--- src/rtl/bsg_capture_reg_rr_arbiter.sv ---
`default_nettype none
// ============================================================================
// Module   : bsg_capture_reg_rr_arbiter
// Purpose  : One shared width_p-bit capture register time-shared by els_p
//            valid/yumi requesters under round-robin arbitration. The winning
//            requester's data is latched with its index and held with v_o
//            until the consumer yumis. A new winner may be loaded in the same
//            cycle the consumer takes the current contents.
// Ports    : clk_i      - clock, all state updates on posedge
//            reset_n_i  - asynchronous active-low reset
//            v_i        - per-requester valid
//            data_i     - requester k data at [k*width_p +: width_p]
//            yumi_o     - one-hot grant, data_i[k] consumed this cycle
//            v_o        - shared register holds valid data
//            data_o     - shared register contents
//            tag_o      - index of the requester whose data is in data_o
//            yumi_i     - consumer takes data_o this cycle
// Revision : 1.0 - initial release
// ============================================================================
module bsg_capture_reg_rr_arbiter #(
   parameter int width_p           = 16,
   parameter int els_p             = 4,
   // When set, a consumer yumi while the register is empty is flagged in
   // simulation. The hardware ignores such a yumi either way.
   parameter bit strict_consumer_p = 1'b1,
   localparam int lg_els_lp        = (els_p > 1) ? $clog2(els_p) : 1
) (
   input  logic                       clk_i,
   input  logic                       reset_n_i,
   input  logic [els_p-1:0]           v_i,
   input  logic [els_p*width_p-1:0]   data_i,
   output logic [els_p-1:0]           yumi_o,
   output logic                       v_o,
   output logic [width_p-1:0]         data_o,
   output logic [lg_els_lp-1:0]       tag_o,
   input  logic                       yumi_i
);

   // ------------------------------------------------------------------------
   // State encoding: the state bit is v_o itself.
   // ------------------------------------------------------------------------
   localparam logic [0:0] state_empty_lp = 1'b0;
   localparam logic [0:0] state_full_lp  = 1'b1;

   // Scan arithmetic carries one extra bit so ptr + offset never overflows
   // before the wrap correction.
   localparam int               scan_w_lp = lg_els_lp + 1;
   localparam logic [scan_w_lp-1:0] els_lp = scan_w_lp'(els_p);

   logic [0:0]            state_q, state_d;
   logic [width_p-1:0]    data_q,  data_d;
   logic [lg_els_lp-1:0]  tag_q,   tag_d;
   logic [lg_els_lp-1:0]  ptr_q,   ptr_d;

   logic                  can_load;
   logic                  grant_found;
   logic                  grant_v;
   logic [lg_els_lp-1:0]  grant_idx;
   logic [scan_w_lp-1:0]  scan_idx;

   // ------------------------------------------------------------------------
   // Unpack the flat requester data bus.
   // ------------------------------------------------------------------------
   logic [width_p-1:0] req_data [els_p];

   for (genvar k = 0; k < els_p; k++) begin : g_unpack
      assign req_data[k] = data_i[k*width_p +: width_p];
   end

   // ------------------------------------------------------------------------
   // Round-robin search: start one past the last winner and take the first
   // asserted valid, wrapping from els_p-1 back to 0. The last winner is
   // visited last, which bounds any waiting requester to els_p-1 grants.
   // ------------------------------------------------------------------------
   always_comb begin
      grant_found = 1'b0;
      grant_idx   = '0;
      scan_idx    = '0;
      for (int off = 1; off <= els_p; off++) begin
         scan_idx = {1'b0, ptr_q} + scan_w_lp'(off);
         if (scan_idx >= els_lp) begin
            scan_idx = scan_idx - els_lp;
         end
         if (!grant_found && v_i[scan_idx[lg_els_lp-1:0]]) begin
            grant_found = 1'b1;
            grant_idx   = scan_idx[lg_els_lp-1:0];
         end
      end
   end

   // The register can accept new data when empty or when it is being drained
   // this very cycle; the latter gives back-to-back transfers with no bubble.
   // No grant is issued while reset is held.
   assign can_load = (state_q == state_empty_lp) | yumi_i;
   assign grant_v  = can_load & grant_found & reset_n_i;

   always_comb begin
      yumi_o = '0;
      if (grant_v) begin
         yumi_o[grant_idx] = 1'b1;
      end
   end

   // ------------------------------------------------------------------------
   // Next-state logic. A grant always wins over a drain: if the consumer
   // takes the contents and a requester is granted in the same cycle, the
   // register is simply overwritten and stays full. A yumi while empty has
   // no effect. The pointer only moves on an actual grant.
   // ------------------------------------------------------------------------
   always_comb begin
      state_d = state_q;
      data_d  = data_q;
      tag_d   = tag_q;
      ptr_d   = ptr_q;
      if (grant_v) begin
         state_d = state_full_lp;
         data_d  = req_data[grant_idx];
         tag_d   = grant_idx;
         ptr_d   = grant_idx;
      end else if ((state_q == state_full_lp) && yumi_i) begin
         state_d = state_empty_lp;
      end
   end

   // Reset pointer at els_p-1 so requester 0 has top priority afterwards.
   always_ff @(posedge clk_i or negedge reset_n_i) begin
      if (!reset_n_i) begin
         state_q <= state_empty_lp;
         data_q  <= '0;
         tag_q   <= '0;
         ptr_q   <= lg_els_lp'(els_p - 1);
      end else begin
         state_q <= state_d;
         data_q  <= data_d;
         tag_q   <= tag_d;
         ptr_q   <= ptr_d;
      end
   end

   assign v_o    = (state_q == state_full_lp);
   assign data_o = data_q;
   assign tag_o  = tag_q;

`ifndef SYNTHESIS
   // ------------------------------------------------------------------------
   // Protocol checks. chk_en_q drops asynchronously with reset so nothing is
   // checked on edges taken while reset is held.
   // ------------------------------------------------------------------------
   logic             chk_en_q;
   logic [els_p-1:0] v_prev_q;
   logic [els_p-1:0] yumi_prev_q;

   always_ff @(posedge clk_i or negedge reset_n_i) begin
      if (!reset_n_i) begin
         chk_en_q    <= 1'b0;
         v_prev_q    <= '0;
         yumi_prev_q <= '0;
      end else begin
         chk_en_q    <= 1'b1;
         v_prev_q    <= v_i;
         yumi_prev_q <= yumi_o;
      end
   end

   always_ff @(posedge clk_i) begin
      if (chk_en_q) begin
         if (strict_consumer_p) begin
            assert (!(yumi_i && (state_q == state_empty_lp)))
               else $error("consumer yumi while register empty");
         end
         assert ($countones(yumi_o) <= 1)
            else $error("grant vector not one-hot: %b", yumi_o);
         for (int k = 0; k < els_p; k++) begin
            assert (!(v_prev_q[k] && !v_i[k] && !yumi_prev_q[k]))
               else $error("requester %0d dropped valid without a grant", k);
         end
      end
   end
`endif

endmodule
`default_nettype wire

--- config.mk ---
export PLATFORM = sky130hd
export DESIGN_NAME = bsg_capture_reg_rr_arbiter
export DESIGN_NICKNAME = d
export VERILOG_FILES = /design/src/rtl/bsg_capture_reg_rr_arbiter.sv
export SDC_FILE = /design/constraint.sdc
export NUM_CORES = 1
export LEC_CHECK = 0
export ABC_AREA = 1
export CAP_MARGIN = 10
export CORE_MARGIN = 2
export CORE_UTILIZATION = 29
export CTS_BUF_LIST = sky130_fd_sc_hd__clkbuf_4
export DETAILED_ROUTE_END_ITERATION = 10
export GPL_ROUTABILITY_DRIVEN = 0
export GPL_TIMING_DRIVEN = 0
export MAX_ROUTING_LAYER = met4
export SETUP_SLACK_MARGIN = 0.15
export SLEW_MARGIN = 20
export SYNTH_ARGS = -nofsm -noshare
export SYNTH_HDL_FRONTEND = slang
export SYNTH_SLANG_ARGS = --single-unit
--- constraint.sdc ---
create_clock -name clk_i -period 3.1 [get_ports clk_i]
set_input_delay 0.465 -clock clk_i [delete_from_list [all_inputs] [get_ports clk_i]]
set_output_delay 0.465 -clock clk_i [all_outputs]
set_load 0.01 [all_outputs]
==> results.sh, run 1 <==
export IMPL_syn2layout_area_growth_pct=60.2
export IMPL_pre_cts_slack_ps=-464
export IMPL_peakVddDrop_mv=0.523
export IMPL_synth_top_cell_area_share_pct=25.5
export IMPL_maxCapViolCount=0
export IMPL_period_needed_ps=2800
export IMPL_combPwrFrac_pct=81.7
export IMPL_io_pins=94
export IMPL_finalWorstSetupSlack_ps=299
export IMPL_multi_input_area_um2=1020
export IMPL_r2r_end="data_o[6]$_DFFE_PN0P_"
export IMPL_fp_coreArea_um2=6280
export IMPL_cp_required_ps=2630
export IMPL_dieWidth_um=84.2
export IMPL_dp_cells=465
export IMPL_diodes=0
export IMPL_cts_sinks=21
export IMPL_synthTopCellsByArea="dfrtp_1 (25%), nand2_1 (20%), inv_1 (12%)"
export IMPL_ctsHoldBuffers=0
export IMPL_power_switching_w=0.00188
export IMPL_seq_area_um2=528
export IMPL_clockBufferDepth=2
export IMPL_slew_limit_headroom_pct=63.9
export IMPL_synthDistinctLibCells=26
export IMPL_dp_hpwl_um=4540
export IMPL_synth_most_common_cell="nand2_1"
export IMPL_cp_max_fo=9
export IMPL_drt_total_wl_um=6030
export IMPL_yosys_top_cells_count="nand2_1 (100), inv_1 (58), nand3_1 (30)"
export IMPL_yosys_area_top_type="dfrtp_1"
export IMPL_p_seq_share_pct=14.2
export IMPL_die_area_um2=7090
export IMPL_grt_start_max_net_pins=23
export IMPL_cellPowerDensity_nw_per_um2=1220
export IMPL_intPower_w=0.00176
export IMPL_endpoint_kind="output port"
export IMPL_rows=29
export IMPL_drive_gt1_share_pct=14.4
export IMPL_cts_root_buf="clkbuf_4"
export IMPL_period_share_pct=90.3
export IMPL_worstHoldPathType="in2async"
export IMPL_routedWlPerCell_um=12.7
export IMPL_r2r_slack_ps=850
export IMPL_drtAntennaViolNets=0
export IMPL_power_leakage_nw=1.56
export IMPL_grt_overflow_total=0
export IMPL_dr_pass1_iters=6
export IMPL_fillers=667
export IMPL_clk_pin_slew_ps=120
export IMPL_async_flop_share_pct=100
export IMPL_p_sw_share_pct=51.6
export IMPL_syn_inst=295
export IMPL_worst_setup_path_type="reg2out"
export IMPL_ys_ff_latch=21
export IMPL_layout_cells_non_filler=474
export IMPL_grtUsageTotal_pct=17.7
export IMPL_setup_violations=0
export IMPL_yosys_warnings=0
export IMPL_ff2ff_path_depth=15
export IMPL_grt_first_pass_wirelength_um=9910
export IMPL_status="finished, final reports clean"
export IMPL_start_kind="flop"
export IMPL_synth_avg_cell_area_um2=6.32
export IMPL_via_count=2179
export IMPL_slew_viol_final=0
export IMPL_rsz0062_at_grt="true"
export IMPL_clkPwrFrac_pct=4.1
export IMPL_finalHoldViolCount=0
export IMPL_htreeDepth=1
export IMPL_cts_tree="built"
export IMPL_clk_latency_ps=310
export IMPL_fin_nets=469
export IMPL_power_total_w=0.00363
export IMPL_cts_buffers_inserted=3
export IMPL_antenna_found_initial=0
export IMPL_r2r_start="ptr_q[0]$_DFFE_PN1P_"
export IMPL_synth_nets=366
export IMPL_start_util_pct=29.7
export IMPL_synth_edf_count=0
export IMPL_placed_cell_area_um2=2890
export IMPL_syn_cell_area_um2=1870
export IMPL_die_y_um=84.2
export IMPL_port_buffers=93
export IMPL_finish_instance_area_um2=2990
export IMPL_routed_via_density=4.60
export IMPL_synth_seq_area_share_pct=28.3
export IMPL_worstPathArrival_ps=2340
export IMPL_drc_errors=0
export IMPL_worstMarginPinSlew_ps=542
export IMPL_finClkSkew_ps=5.63
export IMPL_critPathCapture="yumi_o[0]"
export IMPL_crit_start="ptr_q[0]$_DFFE_PN1P_"
export IMPL_first_iter_violations=90
export IMPL_fmax_mhz=357
export IMPL_synth_main_ff_cell="dfrtp_1"
export IMPL_grt_pass1_vias=2112
-- cell type report --
type | instances | share of cell area, %
timing repair buffer | 98 | 31.7
buffer | 14 | 4.52
sequential | 21 | 17.7
tap | 77 | 3.22
inverter | 62 | 7.87
clock buffer | 4 | 1.00
multi-input combinational | 198 | 34.0
-- cells by family after synthesis --
family	count (synthesis)	synth area share, %
and+or+nand+nor	178	45.1
AOI/OAI and AO/OA	20	8.25
DFF	21	28.3
buffers and inverters	76	18.4
-- power groups by stage --
stage | clock network (W) | registers, W | logic (W)
after floorplan | 0 | 0.000566 | 0.00187
after global placement | 0 | 0.000520 | 0.00275
after detailed placement | 0 | 0.000518 | 0.00278
after CTS | 0.000154 | 0.000515 | 0.00290
after global routing | 0.000163 | 0.000532 | 0.00330
final | 0.000148 | 0.000516 | 0.00297
-- worst min-delay path by stage --
stage / start / slack (ps) / to
detailed placement: data_o[1]$_DFFE_PN0P_ / 470 / data_o[1]$_DFFE_PN0P_
global placement: data_o[11]$_DFFE_PN0P_ / 460 / data_o[11]$_DFFE_PN0P_
global route: reset_n_i / 130 / data_o[6]$_DFFE_PN0P_
floorplan: reset_n_i / 170 / data_o[0]$_DFFE_PN0P_
CTS: reset_n_i / 470 / data_o[6]$_DFFE_PN0P_
finish: reset_n_i / 110 / data_o[6]$_DFFE_PN0P_
-- routing by layer --
metal / vias up / wire length, µm / track usage, %
li1: 1119 / - / -
met4: 0 / 83 / 4.25
met3: 6 / 187 / 2.26
met5: - / 0 / -
met1: 1000 / 2750 / 22.8
met2: 54 / 3000 / 29.5
-- stage by stage --
| stage | utilization, % | hold slack [ps] | TNS, ps |
|---|---|---|---|
| 2_1_floorplan | - | 169 | 0 |
| 3_3_place_gp | 46.1 | 464 | -1560 |
| 3_5_place_dp | 46.1 | 469 | -1450 |
| 4_1_cts | 47.4 | 470 | 0 |
| 5_1_grt | 47.6 | 132 | 0 |
| 6_report | 47.6 | 113 | 0 |
-- registers in the layout, summed over array words and instances (netlist names) --
register and cells:
tag_o 2, data_o 16, ptr_q 2, v_o 1
-- worst max-delay path, cell delays in order (launching register included) --
cell,delay (ps)
dfstp_2,550
buf_6,140
inv_4,80
nand2_1,60
nand2_1,70
nand2_2,80
inv_1,40
a31oi_1,140
nand3_1,140
buf_6,150
nor2_4,120
inv_1,70
nor2_1,130
clkdlybuf4s15_1,260
-- what timing repair did --
item,CTS,global route
pin swaps,3,1
buffers inserted,3,2
setup endpoints to repair,4,4
gates resized for setup,17,12
-- placed cells by master (no fill, tap or decap), drive strengths merged --
cell / netlist / routed
inv: 62 / 62
nor2: 16 / 16
nand3: 34 / 34
a21oi: 9 / 9
o21a: 1 / 1
clkdlybuf4s15: 0 / 1
nor3: 2 / 2
nand4: 16 / 16
clkbuf: 1 / 7
nand2: 110 / 110
o211ai: 8 / 8
dfstp: 2 / 2
o21ai: 1 / 1
dfrtp: 19 / 19
a31oi: 1 / 1
buf: 13 / 20
clkdlybuf4s50: 0 / 88
No activity file was read; power rests on OpenSTA's default activity.
==> run 2, diff against run 1 <==
==> constraint.sdc (replaced) <==
create_clock -name clk_i -period 3.1 [get_ports clk_i]
set_input_delay 0.775 -clock clk_i [delete_from_list [all_inputs] [get_ports clk_i]]
set_output_delay 0.775 -clock clk_i [all_outputs]
set_load 0.01 [all_outputs]
==> results.sh, run 2 (synthesis results as in run 1) <==
export IMPL_status="finished, final reports clean"
export IMPL_worstHoldStart="data_o[1]$_DFFE_PN0P_"
export IMPL_fin_nets=479
export IMPL_final_cell_mix="nand2_1 (86), clkdlybuf4s50_1 (84), inv_1 (54)"
export IMPL_cellPowerDensity_nw_per_um2=1250
export IMPL_rows=29
export IMPL_cts_root_buf="clkbuf_4"
export IMPL_ff2ff_path_depth=15
export IMPL_grt_first_pass_wirelength_um=10200
export IMPL_dp_hpwl_um=4540
export IMPL_worstPathArrival_ps=2190
export IMPL_worstHoldPathType="reg2reg"
export IMPL_start_util_pct=29.7
export IMPL_htreeDepth=1
export IMPL_grt_pass1_vias=2191
export IMPL_endpoint_kind="output port"
export IMPL_post_route_util_pct=50.8
export IMPL_port_buffers=93
export IMPL_min_to="data_o[1]$_DFFE_PN0P_"
export IMPL_clockBufferDepth=2
export IMPL_grt_busiest_layer="met2"
export IMPL_r2r_slack_ps=860
export IMPL_dr_pass1_iters=4
export IMPL_finalHoldViolCount=0
export IMPL_setup_violations=0
export IMPL_grt_start_max_net_pins=23
export IMPL_fmax_mhz=338
export IMPL_cts_tree="built"
export IMPL_multi_input_area_um2=1120
export IMPL_fp_coreArea_um2=6280
export IMPL_period_share_pct=95.5
export IMPL_slew_viol_final=0
export IMPL_cts_buffers_inserted=3
export IMPL_grt_use_met3_pct=2.26
export IMPL_rsz0062_at_grt="true"
export IMPL_die_y_um=84.2
export IMPL_power_leakage_nw=1.65
export IMPL_antenna_found_initial=0
export IMPL_seq_area_um2=528
export IMPL_cp_required_ps=2320
export IMPL_maxCapViolCount=0
export IMPL_dieWidth_um=84.2
export IMPL_r2r_end="data_o[2]$_DFFE_PN0P_"
export IMPL_worstMarginPinSlew_ps=601
export IMPL_fillers=641
export IMPL_cp_max_fo=9
export IMPL_drc_errors=0
export IMPL_clk_pin_slew_ps=120
export IMPL_ctsHoldBuffers=0
export IMPL_finish_instance_area_um2=3190
export IMPL_period_needed_ps=2960
export IMPL_drtAntennaViolNets=0
export IMPL_io_pins=94
export IMPL_start_kind="flop"
export IMPL_peakVddDrop_mv=0.521
export IMPL_drive_gt1_share_pct=22.6
export IMPL_die_area_um2=7090
export IMPL_grtUsageTotal_pct=18.2
export IMPL_clk_latency_ps=310
export IMPL_finClkSkew_ps=8.65
export IMPL_worst_setup_path_type="reg2out"
export IMPL_via_count=2201
export IMPL_placed_cell_area_um2=2890
export IMPL_largest_reg_flops=16
export IMPL_first_iter_violations=59
export IMPL_routed_via_density=4.55
export IMPL_routedWlPerCell_um=12.9
export IMPL_drt_total_wl_um=6260
export IMPL_r2r_start="ptr_q[0]$_DFFE_PN1P_"
export IMPL_slew_limit_headroom_pct=59.9
export IMPL_syn2layout_area_growth_pct=70.9
export IMPL_use_met1_pct=23.1
export IMPL_layout_commonest_cell="nand2_1"
export IMPL_grt_overflow_total=0
export IMPL_cts_sinks=21
export IMPL_gr_usage_met2_pct=30.6
export IMPL_diodes=0
export IMPL_whs_path_depth=2
-- run 2: changes by cell type in the layout (fill, tap and decap cells not counted), sizes merged --
cell           previous run  this run
buf                      20        32
clkbuf                    7         5
clkdlybuf4s50            88        84
dlygate4sd2               0         4
-- run 2: timing repair --
item | in CTS | in global routing
setup endpoints to repair | 4 | 4
setup buffers | 11 | 4
pin swaps | 9 | 4
endpoints found under the hold margin | 0 | 0
resized for setup | 53 | 22
-- run 2: cell type report --
class	instances	share of cell area [%]
tap	77	3.02
timing repair buffer	108	32.1
buffer	14	4.59
inverter	62	7.61
sequential	21	16.6
clock buffer	4	0.942
multi-input combinational	198	35.2
-- run 2: power by group --
part	total, W	switching, W	leakage, nW	internal [W]
registers	0.000515	0.0000846	0.253	0.000430
logic	0.00333	0.00186	1.38	0.00147
clock network	0.000147	0.0000876	0.0184	0.0000590
total	0.00399	0.00203	1.65	0.00196
-- run 2: layer usage --
metal | wire, µm | share of wire, %
met3 | 198 | 3.2
met4 | 83 | 1.3
met5 | 0 | 0
met1 | 2810 | 45
met2 | 3170 | 51
-- run 2: worst max path at each step --
stage / startpoint / end / slack, ps / cells past startpoint
after floorplan: v_i[2] / yumi_o[0] / 410 / 11
after global placement: reset_n_i / yumi_o[0] / -1100 / 6
after CTS: ptr_q[0]$_DFFE_PN1P_ / yumi_o[0] / 150 / 13
after detailed placement: reset_n_i / yumi_o[0] / -1080 / 6
after global routing: ptr_q[0]$_DFFE_PN1P_ / yumi_o[0] / 8 / 13
final: ptr_q[0]$_DFFE_PN1P_ / yumi_o[0] / 140 / 13
-- run 2: critical path: stages (launching register included) --
cell     delay, ps
dfstp_2        560
buf_8          140
inv_8           60
nand2_2         50
nand2_2         60
nand2_2         90
inv_1           50
a31oi_2        160
nand3_2        120
buf_6          140
nor2_4         130
inv_2           50
nor2_2         110
buf_2          140
-- run 2: through the flow --
stage               total power, W  worst slack, ps  cells  TNS (ps)  hold WS [ps]
finish                     0.00399              140    484         0           496
global route               0.00438             8.27    484         0           520
CTS                        0.00381              146    480         0           499
detailed placement         0.00330            -1080    465     -3930           469
global placement           0.00327            -1100    465     -4040           464
floorplan                  0.00243              409    295         0           479
